`config.mk`:
```
export PLATFORM = sky130hd
export DESIGN_NAME = datapath_ctrl_flat
export DESIGN_NICKNAME = d
export VERILOG_FILES = /design/src/rtl/datapath_ctrl_if.sv /design/src/rtl/datapath_ctrl.sv /design/src/flat_wrapper.sv
export SDC_FILE = /design/constraint.sdc
export NUM_CORES = 1
export LEC_CHECK = 0
export CAP_MARGIN = 0
export CORE_MARGIN = 10
export CORE_UTILIZATION = 38
export CTS_BUF_LIST = sky130_fd_sc_hd__clkbuf_16
export DETAILED_ROUTE_END_ITERATION = 7
export PLACE_DENSITY = 0.78
export SLEW_MARGIN = 30
export SYNTH_ARGS = -nofsm -noshare
export SYNTH_HDL_FRONTEND = slang
export SYNTH_SLANG_ARGS = --single-unit
export TNS_END_PERCENT = 20
```
`constraint.sdc`:
```
create_clock -name clk -period 1.58 [get_ports clk]
set_clock_uncertainty 0.05 [all_clocks]
set_input_delay 0.237 -clock clk [delete_from_list [all_inputs] [get_ports clk]]
set_output_delay 0.237 -clock clk [all_outputs]
set_load 0.02 [all_outputs]
```
`src/rtl/datapath_ctrl_if.sv`:
```
// Bundles the command handshake and the datapath control/status wires
// between the controller and the bit/shift datapath.
interface datapath_ctrl_if;
    logic       start;
    logic [1:0] mode;
    logic       b;
    logic [2:0] s;
    logic       s_en;
    logic       s_sub;
    logic       s_zero;
    logic [1:0] s_step;
    logic       y_en;
    logic       y_upd;
    logic [1:0] y_select_next;
    logic       busy;
    logic       done;
    logic       found;
    logic [2:0] idx;

    // Controller side: takes commands and datapath status, drives controls.
    modport slave (
        input  start, mode, b, s,
        output s_en, s_sub, s_zero, s_step, y_en, y_upd, y_select_next,
        output busy, done, found, idx
    );

    // Requester/datapath side: the mirror image of the controller.
    modport master (
        output start, mode, b, s,
        input  s_en, s_sub, s_zero, s_step, y_en, y_upd, y_select_next,
        input  busy, done, found, idx
    );
endinterface

```
`src/rtl/datapath_ctrl.sv`:
```
// Controller for a small y/s datapath: finds the MSB or LSB set bit of y,
// increments y, or accumulates 1..7 into y. Status outputs are registered;
// datapath controls depend on the current state and, in SCAN, on b and s.
module datapath_ctrl (
    input  logic                   clk,
    input  logic                   rst,
    datapath_ctrl_if.slave         bus
);

    typedef enum logic [2:0] {
        IDLE,
        LOAD,
        SCAN,
        INC,
        ACC,
        DONE
    } state_t;

    localparam logic [1:0] MODE_FIND_MSB = 2'd0;
    localparam logic [1:0] MODE_FIND_LSB = 2'd1;
    localparam logic [1:0] MODE_INC      = 2'd2;
    localparam logic [1:0] MODE_ACC      = 2'd3;

    state_t     state_q;
    logic [1:0] mode_q;
    logic       busy_q;
    logic       done_q;
    logic       found_q;
    logic [2:0] idx_q;
    logic [2:0] scanEnd_d;
    logic       scanHit_d;
    logic       scanStop_d;

    // The scan finishes on a set bit or when s reaches the last index for the direction.
    always_comb begin
        scanEnd_d  = (mode_q == MODE_FIND_MSB) ? 3'd0 : 3'd7;
        scanHit_d  = bus.b;
        scanStop_d = bus.b || (bus.s == scanEnd_d);
    end

    // State sequencing plus registered busy/done/found/idx, computed for the state being entered.
    always_ff @(posedge clk) begin
        if (rst) begin
            state_q <= IDLE;
            mode_q  <= MODE_FIND_MSB;
            busy_q  <= 1'b0;
            done_q  <= 1'b0;
            found_q <= 1'b0;
            idx_q   <= 3'd0;
        end else begin
            case (state_q)
                IDLE: begin
                    done_q <= 1'b0;
                    if (bus.start) begin
                        mode_q  <= bus.mode;
                        found_q <= 1'b0;
                        idx_q   <= 3'd0;
                        busy_q  <= 1'b1;
                        state_q <= LOAD;
                    end
                end
                LOAD: begin
                    case (mode_q)
                        MODE_INC: state_q <= INC;
                        MODE_ACC: state_q <= ACC;
                        default:  state_q <= SCAN;
                    endcase
                end
                SCAN: begin
                    if (scanStop_d) begin
                        found_q <= scanHit_d;
                        idx_q   <= scanHit_d ? bus.s : 3'd0;
                        busy_q  <= 1'b0;
                        done_q  <= 1'b1;
                        state_q <= DONE;
                    end
                end
                INC: begin
                    busy_q  <= 1'b0;
                    done_q  <= 1'b1;
                    state_q <= DONE;
                end
                ACC: begin
                    if (bus.s == 3'd7) begin
                        busy_q  <= 1'b0;
                        done_q  <= 1'b1;
                        state_q <= DONE;
                    end
                end
                DONE: begin
                    done_q  <= 1'b0;
                    state_q <= IDLE;
                end
                default: begin
                    busy_q  <= 1'b0;
                    done_q  <= 1'b0;
                    state_q <= IDLE;
                end
            endcase
        end
    end

    // Datapath controls: zero unless the current state needs them; SCAN reacts to b and s in-cycle.
    always_comb begin
        bus.s_en          = 1'b0;
        bus.s_sub         = 1'b0;
        bus.s_zero        = 1'b0;
        bus.s_step        = 2'd0;
        bus.y_en          = 1'b0;
        bus.y_upd         = 1'b0;
        bus.y_select_next = 2'd0;
        case (state_q)
            LOAD: begin
                bus.y_en   = 1'b1;
                bus.s_en   = 1'b1;
                bus.s_zero = 1'b1;
                if (mode_q == MODE_FIND_MSB) begin
                    bus.s_sub  = 1'b1;
                    bus.s_step = 2'd1;
                end else if (mode_q == MODE_ACC) begin
                    bus.s_step = 2'd1;
                end
            end
            SCAN: begin
                if (!scanStop_d) begin
                    bus.s_en   = 1'b1;
                    bus.s_step = 2'd1;
                    bus.s_sub  = (mode_q == MODE_FIND_MSB);
                end
            end
            INC: begin
                bus.y_en          = 1'b1;
                bus.y_upd         = 1'b1;
                bus.y_select_next = 2'd3;
            end
            ACC: begin
                bus.y_en          = 1'b1;
                bus.y_upd         = 1'b1;
                bus.y_select_next = 2'd1;
                bus.s_en          = 1'b1;
                bus.s_step        = 2'd1;
            end
            default: begin
            end
        endcase
    end

    // Status outputs come straight from their registers.
    always_comb begin
        bus.busy  = busy_q;
        bus.done  = done_q;
        bus.found = found_q;
        bus.idx   = idx_q;
    end

    // MODE_FIND_LSB is only named for readability of the mode map.
    logic unusedMode;
    assign unusedMode = (mode_q == MODE_FIND_LSB);

endmodule

```
`src/flat_wrapper.sv`:
```
// flat-port wrapper written by rule: the top's interface ports become plain ports
module datapath_ctrl_flat 
  (clk, rst, bus_start, bus_mode, bus_b, bus_s, bus_s_en, bus_s_sub, bus_s_zero, bus_s_step, bus_y_en, bus_y_upd, bus_y_select_next, bus_busy, bus_done, bus_found, bus_idx);
  datapath_ctrl_if bus_i ();
  input  logic clk;
  input  logic rst;
  input wire logic [$bits(bus_i.start)-1:0] bus_start;
  input wire logic [$bits(bus_i.mode)-1:0] bus_mode;
  input wire logic [$bits(bus_i.b)-1:0] bus_b;
  input wire logic [$bits(bus_i.s)-1:0] bus_s;
  output wire logic [$bits(bus_i.s_en)-1:0] bus_s_en;
  output wire logic [$bits(bus_i.s_sub)-1:0] bus_s_sub;
  output wire logic [$bits(bus_i.s_zero)-1:0] bus_s_zero;
  output wire logic [$bits(bus_i.s_step)-1:0] bus_s_step;
  output wire logic [$bits(bus_i.y_en)-1:0] bus_y_en;
  output wire logic [$bits(bus_i.y_upd)-1:0] bus_y_upd;
  output wire logic [$bits(bus_i.y_select_next)-1:0] bus_y_select_next;
  output wire logic [$bits(bus_i.busy)-1:0] bus_busy;
  output wire logic [$bits(bus_i.done)-1:0] bus_done;
  output wire logic [$bits(bus_i.found)-1:0] bus_found;
  output wire logic [$bits(bus_i.idx)-1:0] bus_idx;
  assign bus_i.start = bus_start;
  assign bus_i.mode = bus_mode;
  assign bus_i.b = bus_b;
  assign bus_i.s = bus_s;
  assign bus_s_en = bus_i.s_en;
  assign bus_s_sub = bus_i.s_sub;
  assign bus_s_zero = bus_i.s_zero;
  assign bus_s_step = bus_i.s_step;
  assign bus_y_en = bus_i.y_en;
  assign bus_y_upd = bus_i.y_upd;
  assign bus_y_select_next = bus_i.y_select_next;
  assign bus_busy = bus_i.busy;
  assign bus_done = bus_i.done;
  assign bus_found = bus_i.found;
  assign bus_idx = bus_i.idx;
  datapath_ctrl u_core (.clk(clk), .rst(rst), .bus(bus_i));
endmodule
```
Yosys cells after proc, flatten, opt, wreduce, memory -nomap -nowiden
Cells that the tools add are included. Widths: inputs -> output; s select.

Bits in registers: 11. Bits in latches: 0. Bits in writable memories: 0. Bits in read-only memories: 0. Output and inout port bits: 15. Word-level logic and storage cells: 66. Memories: 0.

Add/subtract/negate cells: 0. Multiply operators: 0. Div/mod/pow operators: 0. Magnitude comparators: 0. Equal/unequal tests: 12. Shift operators: 0. Mux-type cells: 33. Bitwise logic cells: 2. Reductions and logical operators: 13.

Operator list (number): $mux 3 (7); $mux 1 (15); $pmux 3 s5 (1); $pmux 3 s2 (2); $eq 3x3->1 const B (3); $reduce_and 3->1 (3); $pmux 1 s4 (2); $eq 3x2->1 const B (2); $pmux 1 s2 (3); $pmux 2 s3 (1); $reduce_or 2->1 (3); $eq 2x2->1 const B (2); $ne 2x1->1 const B (2); $pmux 2 s2 (1); $reduce_and 4->1 (1); $eq 3x1->1 const B (1); $eq 3x3->1 (1); $logic_not 3->1 (1); $reduce_or 3->1 (1); $logic_not 2->1 (1); $mux 2 (1); $ne 2x2->1 const B (1); $not 1->1 (2); $reduce_and 2->1 (1); 2 further kinds (2).

Longest topological paths before layout
Gate-level depths: netlist (run 1).

Depth after elaboration: 6. Mapped depth: 6. Gate-level depth less buffers: 6.

Least setup slack after synthesis (run 1)
No wires, ideal clock.

Path kind: register to output. Start point: register u_core.mode_q[0]. End point: output bus_s_sub. Arrival: 1476 ps. Required time: 1293 ps. Path slack: -183 ps. Cell stages (with the launch flop): 6. Buffers on the path: 0. Path through: dfxtp_1 > inv_1 > ha_1 > or4b_4 > nand4_2 > a21boi_0.

Cells in the longest elaborated chain, start to end: 6. Elaborated cells between the ends (all ways): 7. Classes of those cells: 1 x eq/ne; 4 x mux; 2 x reduce/logical.

Ends and longest elaborated chain: start: declaration (line datapath_ctrl.sv:25) `logic [1:0] mode_q;`; start signal: assignment (line datapath_ctrl.sv:55) `mode_q <= bus.mode;`; $logic_not 2->1 * (line datapath_ctrl.sv:36, datapath_ctrl.sv:117, datapath_ctrl.sv:128); $mux 3 (line datapath_ctrl.sv:36) `scanEnd_d = (mode_q == MODE_FIND_MSB) ? 3'd0 : 3'd7;`; $eq 3x3->1 (line datapath_ctrl.sv:38) `scanStop_d = bus.b || (bus.s == scanEnd_d);`; $logic_or 1x1->1 (line datapath_ctrl.sv:38); $mux 1 (line datapath_ctrl.sv:125) `if (!scanStop_d) begin`; $pmux 1 s2 * (line datapath_ctrl.sv:112) `case (state_q)`; end: declaration (line flat_wrapper.sv:12) `output wire logic [$bits(bus_i.s_sub)-1:0] bus_s_sub;`.

Every way passes the cells marked *; elsewhere a longest branch is shown, timed or not.

Worst setup path in the final report (run 1)
Start point: register u_core.mode_q[0]. End point: output bus_s_step[0].

Cells in the longest elaborated chain, start to end: 6. Elaborated cells between the ends (all ways): 9. Classes of those cells: 2 x eq/ne; 5 x mux; 2 x reduce/logical.

Ends and longest elaborated chain: $logic_not 2->1 (line datapath_ctrl.sv:36, datapath_ctrl.sv:117); $mux 3 (line datapath_ctrl.sv:36); $eq 3x3->1 (line datapath_ctrl.sv:38); $logic_or 1x1->1 (line datapath_ctrl.sv:38); $mux 1 (line datapath_ctrl.sv:125); $pmux 2 s3 * (line datapath_ctrl.sv:112); end: declaration (line flat_wrapper.sv:14) `output wire logic [$bits(bus_i.s_step)-1:0] bus_s_step;`.

Marks and branches as above.

==> results.cfg, run 1 <==
[critical_path]
rrSetupSlack_ns = -0.23
critPathMaxStageDelay_ns = 0.48
path_delay_family = simple AND/OR/NAND/NOR gates
crit_chain = inv_2, ha_4, or4b_4, nand4_4, o211ai_1, buf_4
cp_slowest_cell = or4b_4
worstSetupEndpoint = bus_s_step[0]
worstSetupStartpoint = u_core.mode_q[0]
path_buf_inv = 2
end_kind = output pin
critPathKind = flip-flop to output pin
path_max_fanout = 4
required_ns = 1.29
r2r-start = u_core.mode_q[0]
cp-start-kind = flip-flop
worstRegToRegCells = 7
cp.arrival_ns = 1.63
cp.depth = 6
r2r-end = u_core.bus.idx[0]

[floorplanning]
io_pins = 24
core_sq_um = 1580
fp.dieH_um = 61.5
die_w_um = 61.5
die_area_sq_um = 3790
start_util_pct = 41.6
num_rows = 14

[synth]
syn_nets = 85
synth_cell_types = 40
synth_seq_area_share_pct = 33.6
synthMuxAreaShare_pct = 0
synth_xor_area_share_pct = 0
synth_top_family_by_area = simple AND/OR/NAND/NOR gates
synthAdderAreaFrac_pct = 5.73
synthSimpleGateAreaFrac_pct = 26.9
synthCells = 73
synth-seq-cells = 11
syn_area_per_cell_sq_um = 8.98
synth_flop_cell = dfxtp_1
syn_area_sq_um = 656
synth_edf_count = 0
async_flop_share_pct = 0
synth_compound_area_share_pct = 26.5
ys_warn_count = 0

[drt]
dr.pass1.iters = 4
drc = 0
vias_per_cell = 5.45
postRouteAntennaNets = 0
drt_iter0_markers = 18
vias = 747
wl_um = 2290
avgRoutedWirePerCell_um = 16.7

[clock_tree]
clock-root-buffer = clkbuf_16
cts_tree = done
path_clk_slew_ns = 0.05
cts_max_level = 1
cts_buffers = 3
clk_latency_ns = 0.24
clkSinkCount = 11
clk_path_buf_depth = 2

[power_and_ir_drop]
peakVddDrop_mv = 1.54
power_density_nw_per_um2 = 1920
leakage_nw = 0.542
finalPower_mw = 2.29

[grt]
grt_max_degree = 9
gr-total-overflow = 0
grt_pass1_vias = 765
grt.total_usage_pct = 13.1
antenna_found_initial = 0
grt_pass1_wl_um = 3660

[place]
post-place-ws_ns = -0.708
hpwlAfterDp_um = 1580
gp_congestion = 0.830
io_buffer_count = 22

[sta]
fin_ws_ns = -0.335
drv_slew = 0
final-hold-violation-count = 0
fin_hold_ws_ns = 0.416
post-route-period-util_pct = 121
rsz0062_at_grt = yes
setup_viol = 15
fmax_mhz = 522
fin_tns_setup_ns = -2.41
fin_crit_ns = 1.91

[layout]
layout-drive-gt1-share_pct = 46.3
layout_commonest_cell = buf_4
fill_cells = 110
final_nets = 134
area_growth_pct = 82.4
final_cell_mix = 32 x buf_4, 14 x clkdlybuf4s50_1, 8 x nor2_1
n_antenna_cell = 0
final_util_pct = 75.9

[run_status]
violations = negative setup slack
status = complete, but fails checks

[hold_path]
hold_class = flip-flop to flip-flop
worstHoldPathCells = 1

[job]
maxCapViolations = 0
==> per-layer routing <==
metal	GRT usage (%)	part of all wire, %	vias to the layer above
met5	0	0	-
met4	7.64	3.8	0
met3	3.70	6.7	9
met2	22.3	49	25
li1	-	-	363
met1	14.2	40	350
==> stage by stage <==
step                      instances  area (sq um)
after CTS                       136          1160
after detailed placement        129          1070
after floorplan                  73           678
final                           137          1200
after global routing            137          1200
after global placement          129          1070
==> state kept, by name, summed over array words and instances (netlist names) <==
register / count
u_core.bus.busy: 1
u_core.bus.done: 1
u_core.bus.found: 1
u_core.bus.idx: 3
u_core.mode_q: 2
u_core.state_q: 3
==> worst min-delay path by stage <==
stage | from | to | slack [ns]
final | u_core.bus.found | u_core.bus.found | 0.42
after global routing | u_core.bus.found | u_core.bus.found | 0.44
after CTS | u_core.bus.found | u_core.bus.found | 0.41
after detailed placement | u_core.bus.found | u_core.bus.found | 0.40
after global placement | u_core.bus.found | u_core.bus.found | 0.39
after floorplan | bus_s[0] | u_core.bus.idx[0] | 0.32
==> kinds of logic (layout without fill, tap and decap cells) <==
group,count (synthesis),count (layout)
AO/OA/AOI/OAI,22,22
adder cells (fa/ha/maj),3,3
buffers and inverters,9,57
flip-flops,11,11
other,1,1
AND/OR/NAND/NOR,27,27
==> worst reg2reg max path: stages (launching register included) <==
cell and delay [ns]:
dfxtp_2 0.32, inv_2 0.08, ha_4 0.14, or4b_4 0.48, buf_4 0.17, a31oi_4 0.15
a21oi_2 0.11, a22o_1 0.21
==> report_power, final <==
part           switching [mW]  internal (mW)  total [mW]
Clock                   0.136          0.333       0.470
Sequential             0.0768          0.362       0.439
Combinational           0.658          0.724        1.38
Total                   0.871           1.42        2.29
==> layout make-up <==
type / count / area [sq um] / share of cell area [%]
flip-flops and latches: 11 / 228 / 19.0
clock buffers: 3 / 75.1 / 6.28
repair buffers: 50 / 425 / 35.6
clock inverters: 1 / 3.75 / 0.314
inverters: 3 / 11.3 / 0.941
well taps: 16 / 20.0 / 1.67
multi-input cells: 53 / 433 / 36.2
==> cell usage after synthesis, types with 2 or more instances <==
| library cell | instances | area, sq um |
|---|---|---|
| inv_1 | 3 | 11.3 |
| a31oi_1 | 3 | 18.8 |
| ha_1 | 3 | 37.5 |
| dfxtp_1 | 11 | 220 |
| buf_4 | 2 | 15.0 |
| nor2b_1 | 2 | 12.5 |
| nand3_1 | 2 | 10.0 |
| a21oi_1 | 3 | 15.0 |
| a22o_1 | 3 | 26.3 |
| nor2_1 | 8 | 30.0 |
| nand3b_1 | 2 | 15.0 |
| nand2b_1 | 3 | 18.8 |
==> what timing repair did <==
item	in CTS	in global routing
buffers inserted	3	1
hold buffers	0	0
setup endpoints to repair	16	16
resized for setup	38	9
gates cloned	0	0
pin swaps	7	2
Power figures use the tool's default switching activity.
==> run 2: changes to the inputs <==
--- a/config.mk
+++ b/config.mk
@@ -6,7 +6,7 @@
 export NUM_CORES = 1
 export LEC_CHECK = 0
 export CAP_MARGIN = 0
-export CORE_MARGIN = 10
+export CORE_MARGIN = 2
 export CORE_UTILIZATION = 38
 export CTS_BUF_LIST = sky130_fd_sc_hd__clkbuf_16
 export DETAILED_ROUTE_END_ITERATION = 7
==> results.cfg, run 2 (synthesis results as in run 1) <==
[critical_path]
critPathKind = flip-flop to output pin
cp-start-kind = flip-flop
cp.arrival_ns = 1.67
worstRegToRegCells = 7
path_max_fanout = 4
r2r-end = u_core.bus.idx[0]
required_ns = 1.29
end_kind = output pin
rrSetupSlack_ns = -0.26
r2r-start = u_core.mode_q[1]

[drt]
postRouteAntennaNets = 0
avgRoutedWirePerCell_um = 14.5
vias = 717
vias_per_cell = 5.31
dr.pass1.iters = 4
drt_iter0_markers = 13
wl_um = 1960
drc = 0

[sta]
fmax_mhz = 510
fin_hold_ws_ns = 0.414
final-hold-violation-count = 0
rsz0062_at_grt = yes
fin_tns_setup_ns = -2.83
fin_ws_ns = -0.381
fin_crit_ns = 1.96
drv_slew = 0
post-route-period-util_pct = 124
setup_viol = 13

[hold_path]
worst_hold_path.endpoint = u_core.bus.found
hold_class = flip-flop to flip-flop
hold_start = u_core.bus.found
worstHoldPathCells = 1

[grt]
grt_pass1_vias = 688
gr-total-overflow = 0
antenna_found_initial = 0
grt.total_usage_pct = 19.9
grt_pass1_wl_um = 2900
grt_max_degree = 9

[clock_tree]
cts_buffers = 3
cts_max_level = 1
clk_path_buf_depth = 2
path_clk_slew_ns = 0.04
cts_tree = done
clkSinkCount = 11
clk_latency_ns = 0.24
clock-root-buffer = clkbuf_16

[layout]
n_antenna_cell = 0
area_growth_pct = 75.6
final_nets = 131
fin_area_sq_um = 1150
layout_commonest_cell = buf_4
layout-drive-gt1-share_pct = 43.2
final_cell_mix = 28 x buf_4, 14 x clkdlybuf4s50_1, 8 x nor2_1

[floorplanning]
die_area_sq_um = 2070
num_rows = 15
fp.dieH_um = 45.5
io_pins = 24
start_util_pct = 39.3
die_w_um = 45.5
core_sq_um = 1670

[place]
io_buffer_count = 22
gp_congestion = 0.748
dpl_cell_area_sq_um = 1050
hpwlAfterDp_um = 1390

[run_status]
violations = negative setup slack
status = complete, but fails checks

[power_and_ir_drop]
leakage_nw = 0.515
finalPower_mw = 2.14
power_density_nw_per_um2 = 1860
peakVddDrop_mv = 1.15

[job]
maxCapViolations = 0
## run 2: cell count changes in the layout (fill, tap and decap cells not counted), sizes merged
cell / previous run / this run
buf: 35 / 31
clkdlybuf4s15: 1 / 2
## run 2: worst max path at each step
stage	startpoint	endpoint
CTS	u_core.mode_q[0]	bus_s_step[0]
global placement	bus_s[1]	bus_s_step[0]
global route	u_core.mode_q[1]	bus_s_step[0]
detailed placement	bus_s[1]	bus_s_step[0]
floorplan	u_core.mode_q[1]	u_core.bus.idx[0]
finish	u_core.mode_q[1]	bus_s_step[0]
## run 2: worst max-delay path, cell delays in order (launching register included)
cell	delay, ns
dfxtp_2	0.32
inv_2	0.08
ha_4	0.14
or4b_4	0.49
nand4_4	0.14
o211ai_1	0.10
buf_4	0.16
## run 2: cell type report
| class | instances | area [sq um] |
|---|---|---|
| fillers | 114 | 519 |
| multi-input cells | 53 | 418 |
| repair buffers | 47 | 394 |
| flip-flops and latches | 11 | 228 |
| clock buffers | 3 | 75.1 |
| well taps | 17 | 21.3 |
| inverters | 3 | 11.3 |
| clock inverters | 1 | 3.75 |
## run 2: report_power, final
group | total [mW] | internal (mW) | leakage (nW) | switching, mW
logic | 1.24 | 0.635 | 0.381 | 0.608
registers | 0.435 | 0.362 | 0.0917 | 0.0733
clock network | 0.466 | 0.333 | 0.0423 | 0.133
total | 2.14 | 1.33 | 0.515 | 0.814
## run 2: timing repair
item | CTS | global route
resized for setup | 36 | 5
endpoints found under the setup margin | 16 | 16
gates cloned | 0 | 0
pin swaps | 4 | 3
buffers inserted | 1 | 2
hold buffers | 0 | 0
## run 2: layer usage
| layer | up-vias | global-route usage (%) | wire length (um) |
|---|---|---|---|
| li1 | 355 | - | - |
| met1 | 346 | 24.8 | 883 |
| met2 | 16 | 32.1 | 993 |
| met3 | 0 | 4.76 | 79 |
| met4 | 0 | 8.82 | 0 |
| met5 | - | 0 | 0 |
## run 2: metrics by stage
step / utilization (%) / cells / setup WS [ns]
2_1_floorplan: - / 73 / -0.0809
3_3_place_gp: 63.0 / 128 / -0.690
3_5_place_dp: 63.0 / 128 / -0.705
4_1_cts: 67.2 / 133 / -0.366
5_1_grt: 68.9 / 135 / -0.427
6_report: 68.9 / 135 / -0.381
